### config.mk
export PLATFORM = sky130hd
export DESIGN_NAME = mainfsm
export DESIGN_NICKNAME = d
export VERILOG_FILES = /design/src/rtl/mainfsm_pkg.sv /design/src/rtl/mainfsm_outdec.sv /design/src/rtl/mainfsm.sv
export SDC_FILE = /design/constraint.sdc
export NUM_CORES = 1
export LEC_CHECK = 0
export ABC_AREA = 1
export BUFFER_PORTS_ARGS = -buffer_cell sky130_fd_sc_hd__buf_2
export CAP_MARGIN = 20
export CORE_MARGIN = 1.5
export CORE_UTILIZATION = 25
export DETAILED_ROUTE_END_ITERATION = 10
export PLACE_DENSITY = 0.5
export RECOVER_POWER = 25
export SLEW_MARGIN = 20
export SYNTH_ARGS = -nofsm -noshare
export SYNTH_HDL_FRONTEND = slang
export SYNTH_HIERARCHICAL = 1
export SYNTH_SLANG_ARGS = --single-unit
### constraint.sdc
create_clock -name clk -period 2.25 [get_ports clk]
set_clock_uncertainty 0.05 [all_clocks]
set_input_delay 0.3375 -clock clk [delete_from_list [all_inputs] [get_ports clk]]
set_output_delay 0.3375 -clock clk [all_outputs]
set_load 0.02 [all_outputs]
### src/rtl/mainfsm_pkg.sv
// Shared types and encodings for the multicycle control FSM.
package mainfsm_pkg;

  typedef enum logic [3:0] {
    FETCH,
    DECODE,
    MEMADR,
    MEMRD,
    MEMWB,
    MEMWR,
    EXECUTER,
    EXECUTEI,
    ALUWB,
    BRANCH
  } state_t;

  // ALUSrcB selects
  localparam logic [1:0] SRCB_WD   = 2'b00;
  localparam logic [1:0] SRCB_IMM  = 2'b01;
  localparam logic [1:0] SRCB_FOUR = 2'b10;

  // ResultSrc selects
  localparam logic [1:0] RES_ALUOUT  = 2'b00;
  localparam logic [1:0] RES_RDDATA  = 2'b01;
  localparam logic [1:0] RES_ALURES  = 2'b10;

  // Op instruction classes
  localparam logic [1:0] OP_DP  = 2'b00;
  localparam logic [1:0] OP_MEM = 2'b01;
  localparam logic [1:0] OP_BR  = 2'b10;
  localparam logic [1:0] OP_ILL = 2'b11;

endpackage

### src/rtl/mainfsm_outdec.sv
// Output decoder: state plus memory-ready gating to datapath strobes/selects.
module mainfsm_outdec
  import mainfsm_pkg::*;
(
  input  state_t     state,
  input  logic       mem_ready,
  output logic       ir_write,
  output logic       next_pc,
  output logic       reg_w,
  output logic       mem_w,
  output logic       branch,
  output logic       alu_op,
  output logic       adr_src,
  output logic       alu_src_a,
  output logic       alu_src_b_unused_guard,
  output logic [1:0] alu_src_b,
  output logic [1:0] result_src,
  output logic       done
);

  assign alu_src_b_unused_guard = 1'b0;

  // Per-state strobe/select decode; anything not named for a state stays 0.
  always_comb begin
    ir_write   = 1'b0;
    next_pc    = 1'b0;
    reg_w      = 1'b0;
    mem_w      = 1'b0;
    branch     = 1'b0;
    alu_op     = 1'b0;
    adr_src    = 1'b0;
    alu_src_a  = 1'b0;
    alu_src_b  = SRCB_WD;
    result_src = RES_ALUOUT;
    done       = 1'b0;
    case (state)
      FETCH: begin
        alu_src_a  = 1'b1;
        alu_src_b  = SRCB_FOUR;
        result_src = RES_ALURES;
        ir_write   = mem_ready;
        next_pc    = mem_ready;
      end
      DECODE: begin
        alu_src_a  = 1'b1;
        alu_src_b  = SRCB_FOUR;
        result_src = RES_ALURES;
      end
      MEMADR: begin
        alu_src_b  = SRCB_IMM;
      end
      MEMRD: begin
        adr_src    = 1'b1;
      end
      MEMWB: begin
        result_src = RES_RDDATA;
        reg_w      = 1'b1;
        done       = 1'b1;
      end
      MEMWR: begin
        adr_src    = 1'b1;
        mem_w      = 1'b1;
        done       = mem_ready;
      end
      EXECUTER: begin
        alu_op     = 1'b1;
      end
      EXECUTEI: begin
        alu_src_b  = SRCB_IMM;
        alu_op     = 1'b1;
      end
      ALUWB: begin
        reg_w      = 1'b1;
        done       = 1'b1;
      end
      BRANCH: begin
        alu_src_b  = SRCB_IMM;
        result_src = RES_ALURES;
        branch     = 1'b1;
        done       = 1'b1;
      end
      default: ;
    endcase
  end

endmodule

### src/rtl/mainfsm.sv
// Multicycle processor main control FSM.
// Optional retired-instruction counter: define MAINFSM_INSTRET_EN.
module mainfsm
  import mainfsm_pkg::*;
#(
  parameter int unsigned INSTRET_W = 32
) (
  input  logic       clk,
  input  logic       reset,
  input  logic [1:0] Op,
  input  logic [5:0] Funct,
  input  logic       mem_ready,
  output logic       IRWrite,
  output logic       NextPC,
  output logic       RegW,
  output logic       MemW,
  output logic       Branch,
  output logic       ALUOp,
  output logic       AdrSrc,
  output logic       ALUSrcA,
  output logic [1:0] ALUSrcB,
  output logic [1:0] ResultSrc,
  output logic       instr_done
`ifdef MAINFSM_INSTRET_EN
  ,
  output logic [INSTRET_W-1:0] instret
`endif
);

  state_t state, state_next;
  logic   ready_gated;
  logic   dec_done;
  logic   unused_guard;
  logic   unused_funct;

  // Only the immediate and load/store bits of Funct steer this FSM.
  assign unused_funct = ^Funct[4:1];

  // Async reset already parks the state in FETCH; gating ready by reset
  // keeps the FETCH strobes low for as long as reset is held.
  assign ready_gated = mem_ready & reset;

  // State register.
  always_ff @(posedge clk or negedge reset) begin
    if (!reset) state <= FETCH;
    else        state <= state_next;
  end

  // Next-state logic; Op/Funct are consulted only in DECODE and MEMADR.
  always_comb begin
    state_next = state;
    case (state)
      FETCH:    if (mem_ready) state_next = DECODE;
      DECODE: begin
        case (Op)
          OP_MEM:  state_next = MEMADR;
          OP_DP:   state_next = Funct[5] ? EXECUTEI : EXECUTER;
          OP_BR:   state_next = BRANCH;
          default: state_next = FETCH;
        endcase
      end
      MEMADR:   state_next = Funct[0] ? MEMRD : MEMWR;
      MEMRD:    if (mem_ready) state_next = MEMWB;
      MEMWB:    state_next = FETCH;
      MEMWR:    if (mem_ready) state_next = FETCH;
      EXECUTER: state_next = ALUWB;
      EXECUTEI: state_next = ALUWB;
      ALUWB:    state_next = FETCH;
      BRANCH:   state_next = FETCH;
      default:  state_next = FETCH;
    endcase
  end

  mainfsm_outdec u_outdec (
    .state                  (state),
    .mem_ready              (ready_gated),
    .ir_write               (IRWrite),
    .next_pc                (NextPC),
    .reg_w                  (RegW),
    .mem_w                  (MemW),
    .branch                 (Branch),
    .alu_op                 (ALUOp),
    .adr_src                (AdrSrc),
    .alu_src_a              (ALUSrcA),
    .alu_src_b_unused_guard (unused_guard),
    .alu_src_b              (ALUSrcB),
    .result_src             (ResultSrc),
    .done                   (dec_done)
  );

  // An illegal Op retires in DECODE, so completion is the one output that
  // also looks at Op; every strobe/select stays purely state-driven.
  assign instr_done = dec_done | ((state == DECODE) && (Op == OP_ILL));

`ifdef MAINFSM_INSTRET_EN
  // Retired-instruction counter, wraps naturally.
  always_ff @(posedge clk or negedge reset) begin
    if (!reset)          instret <= '0;
    else if (instr_done) instret <= instret + INSTRET_W'(1);
  end
`endif

endmodule

-- Word-level counts from Yosys, hierarchy flattened
Cells that the tools add are included.
- equality and inequality tests: 15
- multiplexer cells: 17
- bitwise gates (word level): 2
- reductions and logical operators: 11
- operator list (operator ; count):
    4-bit case mux with 6 select lines ; 1
    4-bit by 3-bit == test with 1-bit output, second input constant ; 4
    4-bit two-way mux ; 3
    4-bit case mux with 3 select lines ; 1
    3-bit OR reduction ; 3
    4-bit by 2-bit == test with 1-bit output, second input constant ; 2
    4-bit == test, second input constant ; 2
    1-bit two-way mux ; 8
    2-bit case mux with 2 select lines ; 2
    2-bit OR reduction ; 4
    2-bit inequality test, second input constant ; 3
    2-bit == test, second input constant ; 2
    4-bit by 1-bit == test with 1-bit output, second input constant ; 1
    4-bit logical NOT ; 1
    3-bit two-way mux ; 1
    3-bit AND reduction ; 1
    2-bit by 1-bit == test with 1-bit output, second input constant ; 1
    2-bit logical NOT ; 1
    1-bit case mux with 2 select lines ; 1
    1-bit AND ; 1
    1-bit logical AND ; 1
    1-bit OR ; 1
- register bits: 4
- input bits: 11
- logic and storage cells: 46

-- Longest topological paths before layout
- depth after elaboration: 4
- depth in mapped cells: 7

-- Hierarchy
The synthesis kept the hierarchy.
- modules (own cells, without submodules) (module ; instances ; cells each ; area each (sq um)):
    mainfsm ; 1 ; 51 ; 294.0
    mainfsm_outdec ; 1 ; 37 ; 197.7

-- Least setup slack after synthesis
OpenSTA, ideal clock, no wires.
- kind: register -> output
- start point: register state[1]
- end point: output port NextPC
- arrival: 1.313 ns
- required time: 1.862 ns
- path slack: 0.549 ns
- cell stages (with the launch flop): 6
- path buffers: 2
- cells stage by stage: dfrtp_1 -> buf_6 -> nor2_1 -> inv_1 -> nor2_1 -> buf_4
- word-level cells in the longest chain between the ends: 2
- ends and longest elaborated chain (item ; RTL line ; RTL):
    from (decl) ; mainfsm.sv:30 ; state_t state, state_next;
    from (signal assigned) ; mainfsm.sv:46 ; else state <= state_next;
    4-bit logical NOT ; -- ;
    1-bit two-way mux ; -- ;
    to (decl) ; mainfsm.sv:14 ; output logic NextPC,
No other way between the ends.

-- Worst setup path in the final report
- start point: input port reset
- end point: output port instr_done
- word-level cells in the longest chain between the ends: 3
- ends and longest elaborated chain (item ; RTL line ; RTL):
    from (decl) ; mainfsm.sv:9 ; input logic reset,
    1-bit AND ; mainfsm.sv:41 ; assign ready_gated = mem_ready & reset;
    named net ready_gated ; mainfsm.sv:31 ; logic ready_gated;
    1-bit case mux with 2 select lines ; mainfsm_outdec.sv:36 ; case (state)
    named net dec_done ; mainfsm.sv:32 ; logic dec_done;
    1-bit OR ; mainfsm.sv:93 ; assign instr_done = dec_done | ((state == DECODE) && (Op == OP_ILL));
    to (decl) ; mainfsm.sv:23 ; output logic instr_done
The timed path passes the listed nets, and every way through them passes these cells.

==> reports/results.txt <==
Crit path arrival time = 1.65 ns
Final critical-path required period = 2.04 ns
Max FFs per register = 4
Antenna violations before repair = 0
Final hold vios = 0
Die H = 46.8 um
Worst-path clk slew = 0.04 ns
Period utilisation layout = 90.6%
VDD IR max = 0.561 mV
Mapped Nets = 97
GRT Resource Usage Total = 10.8%
Place WS = 0.549 ns
RSZ-0062 raised after global routing = false
Gate Count Post-Synth = 86
Worst Setup End Kind = primary output
Ports = 24
Crit-path max cell delay = 0.52 ns
Mapped cell area = 480 um2
# H-tree levels = 1
Global-route wire length before repair = 1.74 mm
Avg Synthesized Cell Area = 5.59 um2
IO buf count = 19
Layout overhead on the synthesized area = 28.9%
Clk_lat worst skew = 0.23 ns
Worst-margin pin slew = 0.504 ns
Relative slew slack = 66.4%
Hpwl dp = 879 um
Placer congestion estimate = 0.779
Die X = 46.8 um
Outcome = finished clean
Core Area = 1760 um2
CTS buffer count = 3
Root buffer cell = clkbuf_4
P_leak = 0.000396 uW
Avg WL per Cell = 8.13 um
Max-cap violations = 0
Via count = 547
Critical path class = primary input to primary output
Hold WC Path Type = primary input to flip-flop
CTS tree = done
Fill count = 224
Design Power = 800 uW
Layout cells sized above 1 = 31.8%
Pins Over Slew Limit = 0
Die area = 2190 um2
Vias per cell = 4.14
Setup ws final = 0.211 ns
PD cells = 1290 nW/um2
Critical path peak fanout = 5
Largest net degree at the start of global routing = 15
Initial core utilization = 27.2%
Setup bufs post-CTS = 0
Row count = 15
Clock Sink Count = 4
Final setup fails = 0
Final ANT Viol Nets = 0
Critical-path top delay cell = dlygate4sd3_1
FMAX = 490 MHz
Data required, critical path = 1.86 ns
Setup TNS = 0 ns
Post-layout nets = 120
# placed instances = 128
Synth warnings = 6
Drt pass-1 iters = 4
Biggest regs = state (4)
Routed wire length = 1.07 mm
Final cell count without fillers = 132
Crit path launch type = primary input
Most flops, register = state
Worst path cell trace = dlygate4sd3_1 -> clkbuf_1 -> nand2_1 -> inv_1 -> nand3_1 -> nand3_2 -> inv_1 -> nand2_1 -> buf_2
Violation count after the first detailed-route iteration = 11
Vias in the first global route = 458
Diodes inserted = 0
Grt ovf = 0
DRC viols = 0
Clock Path Buffers = 2
-- power breakdown --
group	total, uW	internal [uW]	switching, uW
logic	540	183	357
registers	174	98.5	75.9
clock network	85.8	59.4	26.3
-- placed cells by master (no fill, tap or decap) --
master          n
nand2_1        23
buf_2          18
inv_1          16
nor2_1         15
nand3_1        10
dfrtp_1         4
nand3_2         3
clkbuf_4        3
inv_2           3
nand2_2         3
nor2_2          2
nand4_1         1
a21oi_1         1
o21ai_0         1
dlygate4sd3_1   1
clkbuf_1        1
nor2_4          1
o21ai_2         1
-- through the flow --
step	util [%]	area, um2	hold slack (ns)
2_1_floorplan	-	480	-0.00809
3_3_place_gp	33.3	588	0.100
3_5_place_dp	33.3	588	0.103
4_1_cts	35.2	621	0.328
5_1_grt	35.1	619	0.352
6_report	35.1	619	0.326
-- layer usage --
layer | track usage, % | vias to the layer above | share of wire [%]
li1 | - | 301 | -
met3 | 3.46 | 0 | 5.8
met1 | 13.8 | 229 | 51
met5 | 0 | - | 0
met2 | 18.9 | 17 | 43
met4 | 0 | 0 | 0
-- critical path: cells and delay by family --
family / cells / cell delay (ns)
buf+inv: 5 / 1.01
simple gates: 4 / 0.31
-- repair_timing --
item / 4_1_cts / 5_1_grt
gates resized for setup: 0 / 0
hold buffers: 1 / 0
hold endpoints to repair: 4 / 0
-- worst paths after layout --
| path | depth (start not counted) | slack [ns] | startpoint | endpoint |
|---|---|---|---|---|
| hold / removal | 3 | 0.33 | Funct[0] | state[1] |
| max in group asynchronous | 2 | 1.52 | reset | state[2] |
| setup / recovery | 9 | 0.21 | reset | instr_done |
| setup reg to reg | 7 | 0.91 | state[1] | state[0] |
| min in group asynchronous | 2 | 0.43 | reset | state[1] |
| hold reg to reg | 2 | 0.66 | state[2] | state[3] |
-- final cells by class --
class | count | area (um2) | area share (%)
Timing Repair Buffer | 20 | 104 | 16.8
Clock buffer | 3 | 22.5 | 3.64
Tap cell | 25 | 31.3 | 5.05
Sequential cell | 4 | 100 | 16.2
Multi-Input combinational cell | 61 | 290 | 46.9
Inverter | 19 | 71.3 | 11.5
No activity file was read; power rests on OpenSTA's default activity.
